[config.mk]
export PLATFORM = sky130hd
export DESIGN_NAME = riscv_ic_msg_rx_queue
export DESIGN_NICKNAME = d
export VERILOG_FILES = /design/src/rtl/riscv_inter_core_types_pkg.sv /design/src/rtl/riscv_ic_msg_fifo.sv /design/src/rtl/riscv_ic_msg_rx_queue.sv
export SDC_FILE = /design/constraint.sdc
export NUM_CORES = 1
export LEC_CHECK = 0
export BUFFER_PORTS_ARGS = -buffer_cell sky130_fd_sc_hd__buf_2
export CORE_MARGIN = 5
export CORE_UTILIZATION = 57
export CTS_BUF_LIST = sky130_fd_sc_hd__clkbuf_8
export CTS_CLUSTER_SIZE = 30
export DETAILED_ROUTE_END_ITERATION = 8
export PLACE_DENSITY = 0.72
export SYNTH_ARGS = -nofsm -noshare
export SYNTH_HDL_FRONTEND = slang
export SYNTH_SLANG_ARGS = --single-unit
[constraint.sdc]
create_clock -name clk_i -period 7.4 [get_ports clk_i]
set_clock_uncertainty 0.2 [all_clocks]
set_input_delay 2.22 -clock clk_i [delete_from_list [all_inputs] [get_ports clk_i]]
set_output_delay 2.22 -clock clk_i [all_outputs]
set_load 0.02 [all_outputs]
[src/rtl/riscv_inter_core_types_pkg.sv]
// Shared types for the inter-core messaging fabric: message struct, opcodes,
// hart-ID width, maximum receive-queue depth and performance-counter width.
package riscv_inter_core_types_pkg;

  localparam int HART_ID_WIDTH       = 4;
  localparam int MAX_MSG_QUEUE_DEPTH = 16;
  localparam int IC_MSG_DATA_WIDTH   = 32;
  localparam int IC_PERF_CNT_WIDTH   = 32;

  typedef enum logic [2:0] {
    IC_MSG_IDLE          = 3'd0,
    IC_MSG_INTERRUPT     = 3'd1,
    IC_MSG_CACHE_INV     = 3'd2,
    IC_MSG_TLB_SHOOTDOWN = 3'd3,
    IC_MSG_DATA          = 3'd4,
    IC_MSG_BARRIER       = 3'd5
  } inter_core_msg_opcode_e;

  typedef struct packed {
    logic                          valid;
    inter_core_msg_opcode_e        opcode;
    logic [HART_ID_WIDTH-1:0]      src_hart;
    logic [HART_ID_WIDTH-1:0]      dst_hart;
    logic [IC_MSG_DATA_WIDTH-1:0]  data;
  } inter_core_msg_t;

  localparam int IC_MSG_WIDTH = $bits(inter_core_msg_t);

  // Saturating increment used by the performance counters.
  function automatic logic [IC_PERF_CNT_WIDTH-1:0] perf_sat_inc(
    input logic [IC_PERF_CNT_WIDTH-1:0] value
  );
    if (value == {IC_PERF_CNT_WIDTH{1'b1}}) begin
      return value;
    end else begin
      return value + {{(IC_PERF_CNT_WIDTH-1){1'b0}}, 1'b1};
    end
  endfunction

endpackage

[src/rtl/riscv_ic_msg_fifo.sv]
// Generic synchronous FIFO with a count-based full/empty. Read data is forced
// to zero while empty so the head never shows stale storage.
module riscv_ic_msg_fifo #(
  parameter int  WIDTH = 8,
  parameter int  DEPTH = 16,
  localparam int PTR_W = $clog2(DEPTH),
  localparam int CNT_W = PTR_W + 1
) (
  input  logic             clk_i,
  input  logic             rst_ni,
  input  logic             push_i,
  input  logic             pop_i,
  input  logic [WIDTH-1:0] wdata_i,
  output logic [WIDTH-1:0] rdata_o,
  output logic             full_o,
  output logic             empty_o,
  output logic [CNT_W-1:0] count_o
);

  localparam logic [PTR_W-1:0] PTR_ONE = PTR_W'(1'b1);
  localparam logic [CNT_W-1:0] CNT_ONE = CNT_W'(1'b1);
  localparam logic [CNT_W-1:0] CNT_MAX = CNT_W'(DEPTH);

  logic [WIDTH-1:0] mem_r [DEPTH];
  logic [PTR_W-1:0] wr_ptr_r;
  logic [PTR_W-1:0] rd_ptr_r;
  logic [CNT_W-1:0] count_r;
  logic             push_ok_s;
  logic             pop_ok_s;

  assign full_o    = (count_r == CNT_MAX);
  assign empty_o   = (count_r == {CNT_W{1'b0}});
  assign count_o   = count_r;
  assign push_ok_s = push_i && !full_o;
  assign pop_ok_s  = pop_i && !empty_o;
  assign rdata_o   = empty_o ? {WIDTH{1'b0}} : mem_r[rd_ptr_r];

  // Pointer and occupancy state; pointers wrap naturally at the power-of-two depth.
  always_ff @(posedge clk_i or negedge rst_ni) begin
    if (!rst_ni) begin
      wr_ptr_r <= {PTR_W{1'b0}};
      rd_ptr_r <= {PTR_W{1'b0}};
      count_r  <= {CNT_W{1'b0}};
    end else begin
      if (push_ok_s) begin
        wr_ptr_r <= wr_ptr_r + PTR_ONE;
      end
      if (pop_ok_s) begin
        rd_ptr_r <= rd_ptr_r + PTR_ONE;
      end
      case ({push_ok_s, pop_ok_s})
        2'b10:   count_r <= count_r + CNT_ONE;
        2'b01:   count_r <= count_r - CNT_ONE;
        default: count_r <= count_r;
      endcase
    end
  end

  // Entry storage; emptied logically by the pointer reset, contents need no reset.
  always_ff @(posedge clk_i) begin
    if (push_ok_s) begin
      mem_r[wr_ptr_r] <= wdata_i;
    end
  end

endmodule

[src/rtl/riscv_ic_msg_rx_queue.sv]
// Per-hart receive endpoint: filters by destination hart, turns interrupts into a
// sticky IPI flag and queues other messages. Perf counters: RISCV_IC_RX_PERF_EN.
module riscv_ic_msg_rx_queue
  import riscv_inter_core_types_pkg::*;
#(
  parameter logic [HART_ID_WIDTH-1:0] HART_ID     = {HART_ID_WIDTH{1'b0}},
  parameter int                       QUEUE_DEPTH = MAX_MSG_QUEUE_DEPTH,
  localparam int                      CNT_W       = $clog2(QUEUE_DEPTH) + 1
) (
  input  logic                         clk_i,
  input  logic                         rst_ni,
  input  inter_core_msg_t              net_msg_i,
  output logic                         net_ready_o,
  output inter_core_msg_t              core_msg_o,
  input  logic                         core_ready_i,
  output logic                         ipi_pending_o,
  output logic [HART_ID_WIDTH-1:0]     ipi_src_o,
  input  logic                         ipi_clear_i,
  output logic                         misroute_o,
  output logic [CNT_W-1:0]             q_count_o,
  output logic [IC_PERF_CNT_WIDTH-1:0] perf_rx_o,
  output logic [IC_PERF_CNT_WIDTH-1:0] perf_stall_o
);

  logic                     accept_s;
  logic                     push_s;
  logic                     pop_s;
  logic                     ipi_set_s;
  logic                     misroute_set_s;
  logic                     rx_hit_s;
  logic                     full_s;
  logic                     empty_s;
  inter_core_msg_t          wdata_s;
  inter_core_msg_t          head_s;
  logic                     misroute_r;
  logic                     ipi_pending_r;
  logic [HART_ID_WIDTH-1:0] ipi_src_r;

  // Ready depends only on the registered occupancy, never on the incoming message.
  assign net_ready_o   = !full_s;
  assign accept_s      = net_msg_i.valid && net_ready_o;
  assign pop_s         = !empty_s && core_ready_i;
  assign core_msg_o    = head_s;
  assign ipi_pending_o = ipi_pending_r;
  assign ipi_src_o     = ipi_src_r;
  assign misroute_o    = misroute_r;

  // Classify an accepted message: misroute, idle, interrupt or queued.
  always_comb begin
    push_s         = 1'b0;
    ipi_set_s      = 1'b0;
    misroute_set_s = 1'b0;
    rx_hit_s       = 1'b0;
    if (accept_s) begin
      if (net_msg_i.dst_hart != HART_ID) begin
        misroute_set_s = 1'b1;
      end else if (net_msg_i.opcode == IC_MSG_IDLE) begin
        push_s = 1'b0;
      end else if (net_msg_i.opcode == IC_MSG_INTERRUPT) begin
        ipi_set_s = 1'b1;
        rx_hit_s  = 1'b1;
      end else begin
        push_s   = 1'b1;
        rx_hit_s = 1'b1;
      end
    end else begin
      push_s = 1'b0;
    end
  end

  // Stored entries always carry valid=1 so the head's valid tracks occupancy.
  always_comb begin
    wdata_s       = net_msg_i;
    wdata_s.valid = 1'b1;
  end

  riscv_ic_msg_fifo #(
    .WIDTH (IC_MSG_WIDTH),
    .DEPTH (QUEUE_DEPTH)
  ) u_fifo (
    .clk_i   (clk_i),
    .rst_ni  (rst_ni),
    .push_i  (push_s),
    .pop_i   (pop_s),
    .wdata_i (wdata_s),
    .rdata_o (head_s),
    .full_o  (full_s),
    .empty_o (empty_s),
    .count_o (q_count_o)
  );

  // IPI flag and source; a new IPI beats a simultaneous clear.
  always_ff @(posedge clk_i or negedge rst_ni) begin
    if (!rst_ni) begin
      ipi_pending_r <= 1'b0;
      ipi_src_r     <= {HART_ID_WIDTH{1'b0}};
      misroute_r    <= 1'b0;
    end else begin
      misroute_r <= misroute_set_s;
      if (ipi_set_s) begin
        ipi_pending_r <= 1'b1;
        ipi_src_r     <= net_msg_i.src_hart;
      end else if (ipi_clear_i) begin
        ipi_pending_r <= 1'b0;
      end
    end
  end

`ifdef RISCV_IC_RX_PERF_EN
  logic                         stall_s;
  logic [IC_PERF_CNT_WIDTH-1:0] perf_rx_r;
  logic [IC_PERF_CNT_WIDTH-1:0] perf_stall_r;

  assign stall_s      = net_msg_i.valid && !net_ready_o;
  assign perf_rx_o    = perf_rx_r;
  assign perf_stall_o = perf_stall_r;

  // Saturating receive and back-pressure counters.
  always_ff @(posedge clk_i or negedge rst_ni) begin
    if (!rst_ni) begin
      perf_rx_r    <= {IC_PERF_CNT_WIDTH{1'b0}};
      perf_stall_r <= {IC_PERF_CNT_WIDTH{1'b0}};
    end else begin
      if (rx_hit_s) begin
        perf_rx_r <= perf_sat_inc(perf_rx_r);
      end
      if (stall_s) begin
        perf_stall_r <= perf_sat_inc(perf_stall_r);
      end
    end
  end
`else
  assign perf_rx_o    = {IC_PERF_CNT_WIDTH{1'b0}};
  assign perf_stall_o = {IC_PERF_CNT_WIDTH{1'b0}};
`endif

endmodule

==> Word level (Yosys, flattened, before mapping) <==
Memory sizes are Yosys's and may differ from the RTL's.
Index checks and enable logic that the tools add are counted.
{ "word_totals": {"regBits": 19, "ram_bits": 688, "output_inout_bits": 120, "elab_cells": 42, "memories": 1} }
{ "op_classes": {"addsub": 4, "eq_ne": 4, "n_mux": 16, "reduce_logical": 11} }
{ "mem_list": {"columns": ["memory", "words", "width", "read_ports", "rd_ports_with_merged_regs", "wr", "line_no", "source"], "rows": [
  ["u_fifo.mem_r", 16, 43, 1, 0, 1, "riscv_ic_msg_fifo.sv:24", "logic [WIDTH-1:0] mem_r [DEPTH];"]
]} }
{ "ops": {"columns": ["op", "count"], "rows": [
  ["two-way mux 44 bit", 1],
  ["two-way mux 1 bit", 14],
  ["case mux 5 bit (2 select lines)", 1],
  ["adder 4 x 1 -> 4 bit, second input constant", 2],
  ["adder 5 x 1 -> 5 bit, second input constant", 1],
  ["== test 5 bit, second input constant", 1],
  ["logical NOT 5 bit", 1],
  ["subtractor 5 x 1 -> 5 bit, second input constant", 1],
  ["logical AND 1 bit", 4],
  ["nonzero test 2 bit", 2],
  ["nonzero test 4 bit", 1],
  ["== test 3 x 1 -> 1 bit, second input constant", 1],
  ["logical NOT 3 bit", 1],
  ["== test 2 x 1 -> 1 bit, second input constant", 1],
  ["== test 2 bit, second input constant", 1],
  ["logical NOT 1 bit", 2]
]} }

==> Logic depth before layout (Yosys ltp) <==
Gate-level depths: netlist of run 1.
{ "depth": {"depth_word": 8, "mapped_depth": 12} }

==> Modules after synthesis <==
From an unflattened synthesis of run 1, not the netlist that was laid out.
{ "unflattened": {"hier_cells": 1312, "hier_area_um2": 28850.2} }
{ "by_module_without_submodules": {"columns": ["module", "n_inst", "cells_per_inst", "area_each_um2", "seq_area_each_um2"], "rows": [
  ["riscv_ic_msg_fifo", 1, 1225, 28089.4, 21465.6],
  ["riscv_ic_msg_rx_queue", 1, 87, 760.7, 150.1]
]} }

==> Worst setup path before layout of run 1 <==
OpenSTA, ideal clock, no wires.
{ "synth_path": {"path_kind": "in2reg", "start": "input net_msg_i[33] (netlist bit)", "end": "memory u_fifo.mem_r[10][0] (netlist bit) (enable)", "setup_ns": 0.444, "t_arrival_ns": 5.228, "required_ns": 6.756, "path_slack_ns": 1.528, "stages": 4, "n_path_buf": 0, "path_cell_list": "or4_4 a211oi_2 nand3b_1 nor2_1"} }
{ "synth_between": {"elab_chain_len": 6} }
{ "synth_lines": {"columns": ["element", "line_no", "source"], "rows": [
  ["start: declaration", "riscv_ic_msg_rx_queue.sv:12", "input inter_core_msg_t net_msg_i,"],
  ["nonzero test 4 bit", "riscv_ic_msg_rx_queue.sv:55", "if (net_msg_i.dst_hart != HART_ID) begin"],
  ["two-way mux 1 bit", "riscv_ic_msg_rx_queue.sv:55", null],
  ["two-way mux 1 bit", "riscv_ic_msg_rx_queue.sv:54", "if (accept_s) begin"],
  ["logical AND 1 bit", "riscv_ic_msg_fifo.sv:34", "assign push_ok_s = push_i && !full_o;"],
  ["two-way mux 1 bit", "riscv_ic_msg_fifo.sv:61", "if (push_ok_s) begin"],
  ["two-way mux 1 bit (not written as such)", "riscv_ic_msg_fifo.sv:62", "mem_r[wr_ptr_r] <= wdata_i;"],
  ["end: declaration", "riscv_ic_msg_fifo.sv:24", null]
]} }
No other way between the ends.

==> key figures, run 1 <==
Run status
  • Status: completed

Hold path
  • Hold Crit Class: reg2reg

Worst setup path
  • Worst setup SP type: register
  • Largest stage delay, worst path: 0.70 ns
  • Worst-path cell chain: or4_4, o211ai_4, buf_4, nor2b_1, a221o_1, buf_2
  • Slowest cell on the critical path: o211ai_4
  • CP bufs+invs: 2
  • Crit path max-delay family: compound AO/OA/AOI/OAI gates
  • CP Data Arrival Time: 3.64 ns
  • Crit Path Class: reg2out
  • Worst Setup End Kind: output pin
  • Worst EP required: 4.98 ns
  • Max FO, Critical Path: 25

Floorplanning
  • Total core area: 47,950 um2
  • Die Wd: 230.7 um
  • Ports: 168
  • Initial core utilization: 57.89%
  • Die H: 230.7 um
  • Die area: 53,200 um2
  • Row Count: 80

Timing
  • Setup violators final: 0
  • Pins Over Slew Limit: 0
  • Fin Setup TNS: 0 ns
  • Tmin final: 6.063 ns
  • Max Fclk: 164.9 MHz
  • Final worst-path cycle share: 81.93%
  • Slew HR: 26.95%
  • Measured slew at the worst slew-check pin: 1.096 ns
  • RSZ-0062 raised after global routing: false
  • Final Hold Fails: 0

Global routing
  • Maximum number of pins on one net before global-route repair: 57
  • Grt peak-use layer: met2
  • First-pass GRT wire length: 84.85 mm
  • Routing usage on met2: 32.71%
  • Total global routing track utilization: 21.30%
  • Vias in the first global route: 13,660
  • M1 GR Usage: 32.36%
  • Met3 Track Usage GR: 4.399%
  • Grt ovf: 0
  • Antenna violations before repair: 1

Logic synthesis
  • Post-Syn Area per Cell: 22.51 um2
  • Asr flop ratio synth: 2.687%
  • Cells after synthesis: 1,233
  • Library cells used by synthesis: 43
  • Post-synth EDFFs: 688
  • Synthesized cell area: 27,750 um2
  • #FFs+latches synth: 707
  • Synth Warn #: 0
  • Post-synthesis sequential area ratio: 76.15%
  • Post-synth top flop: edfxtp_1

Clock network
  • # hold bufs at CTS: 0
  • H-tree depth: 3
  • Post-CTS setup buffer count: 0
  • CTS tree: built
  • Worst-path clk slew: 0.06 ns
  • Root Buffer: clkbuf_8
  • CTS Buffer Depth: 3
  • Num CTS Buffers: 107
  • Cts repair resizes: 0
  • Clk_lat worst skew: 0.68 ns
  • Clk sinks: 707

Drt
  • Via Count: 12,680
  • Avg WL per Cell: 26.42 um
  • DRT Pass-1 Iters: 5
  • Vias per inst: 6.030
  • 1st-iter DRT viols: 1,185
  • Routed Antenna Nets: 0
  • Routed WL: 55.56 mm
  • DRC violations left: 0

Run
  • Max Cap Viol: 0

Layout
  • Final Cell Area: 30,660 um2
  • Most frequent cells in the layout: edfxtp_1 (688), mux4_2 (172), clkbuf_8 (110), buf_2 (103), conb_1 (64)
  • Proportion of layout cells with a drive suffix above 1: 34.41%
  • P&R area growth vs syn: 10.46%
  • ANT cells: 0
  • Fill count: 3,148
  • Net count reported at finish: 1,467
  • Non-Filler Instances: 2,103
  • Util after Layout: 63.94%
  • Most common cell after layout, fill and taps aside: edfxtp_1

Power and ir drop
  • Pwr/cell area: 350.4 nW/um2
  • LEAKAGE: 10.06 nW
  • Peak VDD IR: 0.0002668 V
  • Overall power: 0.01074 W

Place
  • Port buffer count: 103
  • Final GP Congestion: 0.7441
  • Placed standard-cell area: 28,760 um2
  • Placed insts: 1,916
  • DP Wirelength: 32.05 mm
-- layer usage --
| layer | wire [um] | up-vias |
|---|---|---|
| met2 | 26630 | 544 |
| li1 | - | 5390 |
| met1 | 23690 | 6690 |
| met3 | 4526 | 57 |
| met4 | 722 | 0 |
| met5 | 0 | - |
-- final cells by class --
class / instances / area, um2 / area share, %
sequential: 707 / 21150 / 68.98
clock inverter: 77 / 384.1 / 1.253
inverter: 9 / 33.78 / 0.1102
tap: 615 / 769.5 / 2.510
timing repair buffer: 130 / 768.2 / 2.506
multi-input combinational: 455 / 6042 / 19.71
clock buffer: 110 / 1514 / 4.938
-- sequential cells by signal, indices dropped and copies added, names as in the netlist --
| signal | flops |
|---|---|
| u_fifo.mem_r | 688 |
| u_fifo.count_o | 5 |
| ipi_src_o | 4 |
| u_fifo.rd_ptr_r | 4 |
| u_fifo.wr_ptr_r | 4 |
| ipi_pending_o | 1 |
| misroute_o | 1 |
-- metrics by stage --
stage               hold WS, ns  setup WS (ns)
detailed placement       0.2912          1.496
CTS                      0.3113          1.314
global route             0.3295          1.209
floorplan                0.3098          1.528
finish                   0.3090          1.337
global placement         0.2878          1.658
-- cells by family (layout without fill, tap and decap cells) --
kind of cell             after synthesis  in the layout  share of synthesized area [%]
AND/OR/NAND/NOR                       94             94                          2.069
XOR/XNOR                              11             11                         0.3472
multiplexers                         222            222                          15.98
buffers and inverters                134            326                          3.147
adder cells (fa/ha/maj)                9              9                         0.4057
AO/OA/AOI/OAI                         55             55                          1.884
other                                  1             64                        0.01351
flip-flops                           707            707                          76.15
-- cell usage after synthesis, types with 2 or more instances --
cell      instances  share of area (%)
and2_1           12               0.27
buf_2            29               0.52
mux4_2          172                 14
nor2b_1          44               0.99
xnor2_1           8               0.25
clkbuf_1         14               0.19
edfxtp_1        688                 74
nand3_1           2              0.036
inv_1             9               0.12
nand3b_1          2              0.054
buf_4            65                1.8
buf_6            12               0.49
nand4_1           3              0.068
nor2_1            8               0.11
ha_1              9               0.41
xor2_1            3              0.095
or4_4             2              0.081
and3_1            2              0.045
a21oi_1           2              0.036
o21ai_0           3              0.054
a221o_1          43                1.6
nand2_1          10               0.14
buf_1             5              0.068
mux2_2           49                2.0
dfrtp_1          19                1.7
-- power breakdown --
group / internal, W / switching [W] / leakage, nW
logic: 0.00152 / 0.00167 / 2.58
registers: 0.00445 / 0.000253 / 6.41
clock network: 0.00144 / 0.00141 / 1.07
-- final timing paths --
path                              startpoint  depth (start not counted)  slack [ns]             endpoint
max                        u_fifo.count_o[1]                          6        1.34        core_msg_o[0]
min reg2reg                     ipi_src_o[2]                          1        0.31         ipi_src_o[2]
min in group asynchronous             rst_ni                          1        1.28    u_fifo.count_o[3]
max in group asynchronous             rst_ni                          1        5.37   u_fifo.rd_ptr_r[3]
max reg2reg                u_fifo.count_o[2]                          5        3.91  u_fifo.mem_r[10][9]
min                             ipi_src_o[2]                          1        0.31         ipi_src_o[2]
Power figures use the tool's default switching activity.
==> inputs of run 2 (changes only) <==
--- a/config.mk
+++ b/config.mk
@@ -11,7 +11,7 @@
 export CTS_BUF_LIST = sky130_fd_sc_hd__clkbuf_8
 export CTS_CLUSTER_SIZE = 30
 export DETAILED_ROUTE_END_ITERATION = 8
-export PLACE_DENSITY = 0.72
+export PLACE_DENSITY = 0.75
 export SYNTH_ARGS = -nofsm -noshare
 export SYNTH_HDL_FRONTEND = slang
 export SYNTH_SLANG_ARGS = --single-unit
==> constraint.sdc (replaced) <==
create_clock -name clk_i -period 5.25 [get_ports clk_i]
set_clock_uncertainty 0.2 [all_clocks]
set_input_delay 1.575 -clock clk_i [delete_from_list [all_inputs] [get_ports clk_i]]
set_output_delay 1.575 -clock clk_i [all_outputs]
set_load 0.02 [all_outputs]
==> run 2 against run 1 <==
Wire length down 2.1%. Combinational power up 41%. Clock power grew 49%. Hold slack got worse by 0.0029 ns. Power up 42%. Final area up 1.3%. Global-route usage is 0.72 points lower. Die area unchanged. Via count rose by 0.68%. Critical endpoint unchanged. Largest power group unchanged. Highest routed layer is now met5.
==> key figures, run 2 (synthesis gave the netlist of run 1 again) <==
Run status
  • Status: completed

Worst setup path
  • Crit path max-delay family: simple AND/OR/NAND/NOR gates
  • Slowest cell on the critical path: or4_4
  • Worst setup SP type: register
  • CP Data Arrival Time: 3.25 ns
  • CP bufs+invs: 2
  • Largest stage delay, worst path: 0.62 ns
  • Worst Setup End Kind: output pin
  • Crit Path Class: reg2out
  • Max FO, Critical Path: 23
  • Worst EP required: 3.48 ns
  • Worst-path cell chain: or4_4, o21ai_1, nor2_4, buf_4, a221o_1, buf_2

Timing
  • Fin Setup TNS: 0 ns
  • Pins Over Slew Limit: 0
  • WHS: 0.3061 ns
  • RSZ-0062 raised after global routing: false
  • Slew HR: 42.79%
  • Setup violators final: 0
  • Final Hold Fails: 0
  • Tmin final: 5.020 ns
  • Max Fclk: 199.2 MHz
  • Measured slew at the worst slew-check pin: 0.8582 ns
  • Final worst-path cycle share: 95.63%

Layout
  • Proportion of layout cells with a drive suffix above 1: 35.03%
  • Sequential standard cell area: 21,150 um2
  • Most frequent cells in the layout: edfxtp_1 (688), mux4_2 (172), clkbuf_8 (109), buf_2 (103), conb_1 (64)
  • ANT cells: 0
  • Multi-input gate area: 6042 um2
  • Fill count: 3,086
  • Net count reported at finish: 1,480
  • Most common cell after layout, fill and taps aside: edfxtp_1
  • P&R area growth vs syn: 11.89%
  • Top reg by flops: u_fifo.mem_r
  • Largest register FFs: 688

Power and ir drop
  • LEAKAGE: 10.24 nW
  • Pwr/cell area: 492.4 nW/um2
  • Peak VDD IR: 0.0003437 V

Global routing
  • First-pass GRT wire length: 82.25 mm
  • Maximum number of pins on one net before global-route repair: 56
  • Antenna violations before repair: 2
  • Vias in the first global route: 13,390
  • Total global routing track utilization: 20.59%
  • Grt ovf: 0

Clock network
  • Clk_lat worst skew: 0.69 ns
  • Clk sinks: 707
  • Root Buffer: clkbuf_8
  • CTS tree: built
  • H-tree depth: 3
  • Post-CTS setup buffer count: 0
  • Num CTS Buffers: 107
  • Worst-path clk slew: 0.06 ns
  • # hold bufs at CTS: 0
  • Cts repair resizes: 0
  • CTS Buffer Depth: 3

Place
  • Final GP Congestion: 0.7363
  • Port buffer count: 103
  • DP Wirelength: 30.59 mm

Drt
  • Routed Antenna Nets: 0
  • Routed WL: 54.38 mm
  • Via Count: 12,770
  • 1st-iter DRT viols: 1,222
  • Met1 WL: 22.68 mm
  • Top sig layer: met5
  • DRT Pass-1 Iters: 5
  • Avg WL per Cell: 25.52 um
  • DR WL met2: 27.02 mm
  • Vias per inst: 5.991
  • Routed wl met3: 3.829 mm
  • DRC violations left: 0

Floorplanning
  • Die H: 230.7 um
  • Total core area: 47,950 um2
  • Ports: 168
  • Die area: 53,200 um2
  • Row Count: 80
  • Initial core utilization: 57.89%
  • Die Wd: 230.7 um

Run
  • Max Cap Viol: 0

Hold path
  • Hold Crit Class: reg2reg
## run 2: cell types whose count changed in the layout (fill, tap and decap cells not counted), sizes merged
cell / previous run / this run
clkbuf: 110 / 109
inv: 38 / 34
clkinv: 41 / 61
clkinvlp: 5 / 2
buf: 130 / 143
bufinv: 2 / 5
## run 2: area by class of cell
| cell class | count | area share [%] |
|---|---|---|
| flip-flops and latches | 707 | 68.10 |
| multi-input cells | 455 | 19.46 |
| clock buffers | 109 | 4.831 |
| repair buffers | 143 | 3.312 |
| well taps | 615 | 2.478 |
| clock inverters | 93 | 1.716 |
| inverters | 9 | 0.1088 |
## run 2: path summary, 6_finish.rpt
path,slack [ns],from,end,cells past startpoint
worst max-delay path,0.23,u_fifo.count_o[1],core_msg_o[0],6
worst min-delay path,0.31,ipi_src_o[3],ipi_src_o[3],1
worst max register to register,2.05,u_fifo.count_o[1],u_fifo.count_o[4],9
worst min register to register,0.31,ipi_src_o[3],ipi_src_o[3],1
max in group asynchronous,3.87,rst_ni,u_fifo.rd_ptr_r[3],1
min in group asynchronous,0.63,rst_ni,u_fifo.count_o[0],1
## run 2: where the power goes
part / switching [W] / internal (W)
Combinational: 0.00230 / 0.00219
Clock: 0.00205 / 0.00219
Sequential: 0.000289 / 0.00627
## run 2: per-layer routing
metal	up-vias	track usage (%)
li1	5426	-
met1	6764	29.51
met2	504	33.17
met3	71	4.178
met4	2	5.739
met5	-	0
## run 2: per-stage QoR
| stage | total power [W] | setup WS [ns] | instance area, um2 | util (%) | instances |
|---|---|---|---|---|---|
| global placement | 0.01120 | 0.7876 | 29020 | 60.53 | 1929 |
| floorplan | 0.01001 | 0.02328 | 27990 | - | 1296 |
| detailed placement | 0.01126 | 0.7645 | 29020 | 60.53 | 1929 |
| finish | 0.01529 | 0.2296 | 31050 | 64.77 | 2131 |
| CTS | 0.01549 | 0.1714 | 31050 | 64.77 | 2131 |
| global route | 0.01602 | 0.1164 | 31050 | 64.77 | 2131 |
==> inputs of run 3 (changes only) <==
--- a/config.mk
+++ b/config.mk
@@ -7,11 +7,11 @@
 export LEC_CHECK = 0
 export BUFFER_PORTS_ARGS = -buffer_cell sky130_fd_sc_hd__buf_2
 export CORE_MARGIN = 5
-export CORE_UTILIZATION = 57
+export CORE_UTILIZATION = 25
 export CTS_BUF_LIST = sky130_fd_sc_hd__clkbuf_8
 export CTS_CLUSTER_SIZE = 30
 export DETAILED_ROUTE_END_ITERATION = 8
-export PLACE_DENSITY = 0.75
+export PLACE_DENSITY = 0.38
 export SYNTH_ARGS = -nofsm -noshare
 export SYNTH_HDL_FRONTEND = slang
 export SYNTH_SLANG_ARGS = --single-unit
==> run 3 against run 2 <==
Global-route usage is 8.2 points lower. Hold slack worse by 0.0076 ns. Sequential cell count stayed put. Combinational power is 14% higher. Worst setup slack worse by 0.012 ns. Sequential power is 1% lower. Sequential share of layout area is 3.8 points lower. Die area is 120% higher. Count of clock-buffer cells in the layout is 29 higher. Wire length is 34% higher. Final area is 5.9% higher.
==> key figures, run 3 (synthesis gave the netlist of run 1 again) <==
Timing
  • Fin Setup TNS: 0 ns
  • RSZ-0062 raised after global routing: false
  • Setup violators final: 0
  • Pins Over Slew Limit: 0
  • Slew HR: 51.21%
  • Max Fclk: 198.7 MHz
  • Measured slew at the worst slew-check pin: 0.7318 ns
  • Final worst-path cycle share: 95.86%
  • Final Hold Fails: 0
  • Tmin final: 5.032 ns

Power and ir drop
  • Net Switching: 0.005262 W
  • Sw Share: 32.16%
  • Overall power: 0.01636 W
  • Pint: 0.01110 W
  • Clock Power Share: 29.2%
  • Comb pwr share: 31.2%
  • Peak VDD IR: 0.0003960 V
  • Register share of total power: 39.6%
  • Pwr/cell area: 497.6 nW/um2
  • LEAKAGE: 10.65 nW

Drt
  • Vias per inst: 4.246
  • DRT Pass-1 Iters: 5
  • Routed WL: 72.91 mm
  • Routed Antenna Nets: 0
  • Via Count: 13,020
  • 1st-iter DRT viols: 883
  • Avg WL per Cell: 23.79 um
  • DRC violations left: 0

Place
  • Final GP Congestion: 0.6705
  • DP Wirelength: 39.53 mm
  • Placed insts: 2,817
  • Port buffer count: 103

Global routing
  • Maximum number of pins on one net before global-route repair: 44
  • First-pass GRT wire length: 104.0 mm
  • Total global routing track utilization: 12.41%
  • Grt ovf: 0
  • Vias in the first global route: 14,320
  • Antenna violations before repair: 8

Floorplanning
  • Ports: 168
  • Die area: 117,800 um2
  • Row Count: 122
  • Die H: 343.2 um
  • Die Wd: 343.2 um
  • Total core area: 110,500 um2
  • Initial core utilization: 25.11%

Clock network
  • Worst-path clk slew: 0.06 ns
  • Clk_lat worst skew: 0.77 ns
  • Clk sinks: 707
  • CTS tree: built
  • H-tree depth: 4
  • Root Buffer: clkbuf_8
  • # hold bufs at CTS: 0
  • Num CTS Buffers: 133
  • CTS Buffer Depth: 3

Hold path
  • Hold Crit Class: reg2reg
  • Hold Path Depth: 1

Worst setup path
  • CP Data Arrival Time: 3.26 ns
  • Crit Path Class: reg2out
  • CP bufs+invs: 2
  • Slowest cell on the critical path: or4_4
  • Crit path depth: 6
  • Worst setup SP type: register
  • Largest stage delay, worst path: 0.62 ns
  • Max FO, Critical Path: 43
  • Worst Setup End Kind: output pin
  • Worst EP required: 3.48 ns
  • Crit path max-delay family: compound AO/OA/AOI/OAI gates
  • Reg2Reg Depth: 9
  • Worst-path cell chain: or4_4, o21ai_1, nor2_4, buf_6, a221o_1, buf_2

Layout
  • Most frequent cells in the layout: edfxtp_1 (688), mux4_2 (172), clkbuf_8 (138), buf_2 (103), conb_1 (64)
  • Largest register FFs: 688
  • Non-Filler Instances: 3,065
  • Multi-input gate area: 6053 um2
  • Fill count: 10,790
  • Proportion of layout cells with a drive suffix above 1: 36.66%
  • Most common cell after layout, fill and taps aside: edfxtp_1
  • Top reg by flops: u_fifo.mem_r
  • P&R area growth vs syn: 18.46%
  • Net count reported at finish: 1,531
  • Sequential standard cell area: 21,150 um2

Run status
  • Status: completed

Run
  • Max Cap Viol: 0
run 3: metrics by stage:
step | util, % | instance area [um2] | hold slack, ns | setup slack (ns)
2_1_floorplan | - | 27990 | 0.3098 | 0.02328
3_3_place_gp | 27.51 | 30400 | 0.2834 | 0.6628
3_5_place_dp | 27.51 | 30400 | 0.2897 | 0.6740
4_1_cts | 29.68 | 32800 | 0.3024 | 0.01364
5_1_grt | 29.74 | 32870 | 0.3189 | 0.04443
6_report | 29.75 | 32880 | 0.2985 | 0.2175
run 3: power groups by stage:
stage | Clock (W) | Combinational, W | Sequential (W)
detailed placement | 0 | 0.00505 | 0.00670
floorplan | 0 | 0.00354 | 0.00647
global placement | 0 | 0.00506 | 0.00670
finish | 0.00477 | 0.00511 | 0.00648
global route | 0.00527 | 0.00550 | 0.00649
CTS | 0.00500 | 0.00520 | 0.00653
run 3: worst reg2reg max path, stage by stage (launching register included):
cell	delay (ns)
dfrtp_1	0.49
or4_4	0.62
o21a_1	0.29
ha_1	0.36
xor2_1	0.19
ha_1	0.22
or2_2	0.30
a31oi_1	0.19
o31ai_1	0.10
xor2_1	0.15
run 3: final timing paths:
kind / start / endpoint / slack (ns)
max: u_fifo.count_o[1] / core_msg_o[39] / 0.22
max reg2reg: u_fifo.count_o[1] / u_fifo.count_o[4] / 2.00
min in group asynchronous: rst_ni / ipi_pending_o / 0.60
min: ipi_src_o[1] / ipi_src_o[1] / 0.30
max in group asynchronous: rst_ni / u_fifo.rd_ptr_r[1] / 3.81
min reg2reg: ipi_src_o[1] / ipi_src_o[1] / 0.30
run 3: area by class of cell:
type,count,area share (%)
Multi-Input combinational cell,455,18.41
Timing Repair Buffer,168,4.342
Sequential cell,707,64.32
Inverter,9,0.1028
Clock buffer,138,5.777
Antenna cell,3,0.02283
Clock inverter,97,1.362
Tap cell,1488,5.663
run 3: routing by layer:
metal | track usage, % | vias up | share of wire [%]
met5 | 0 | - | 0.014
met4 | 3.697 | 2 | 2.0
met3 | 3.073 | 111 | 4.9
met2 | 20.09 | 349 | 48
met1 | 16.59 | 7003 | 45
li1 | - | 5550 | -
run 3: repair_timing:
item,in CTS,in global routing
resized for setup,1,0
gates cloned,0,0
pin swaps,0,0
endpoints found under the setup margin,37,6
setup buffers,2,8
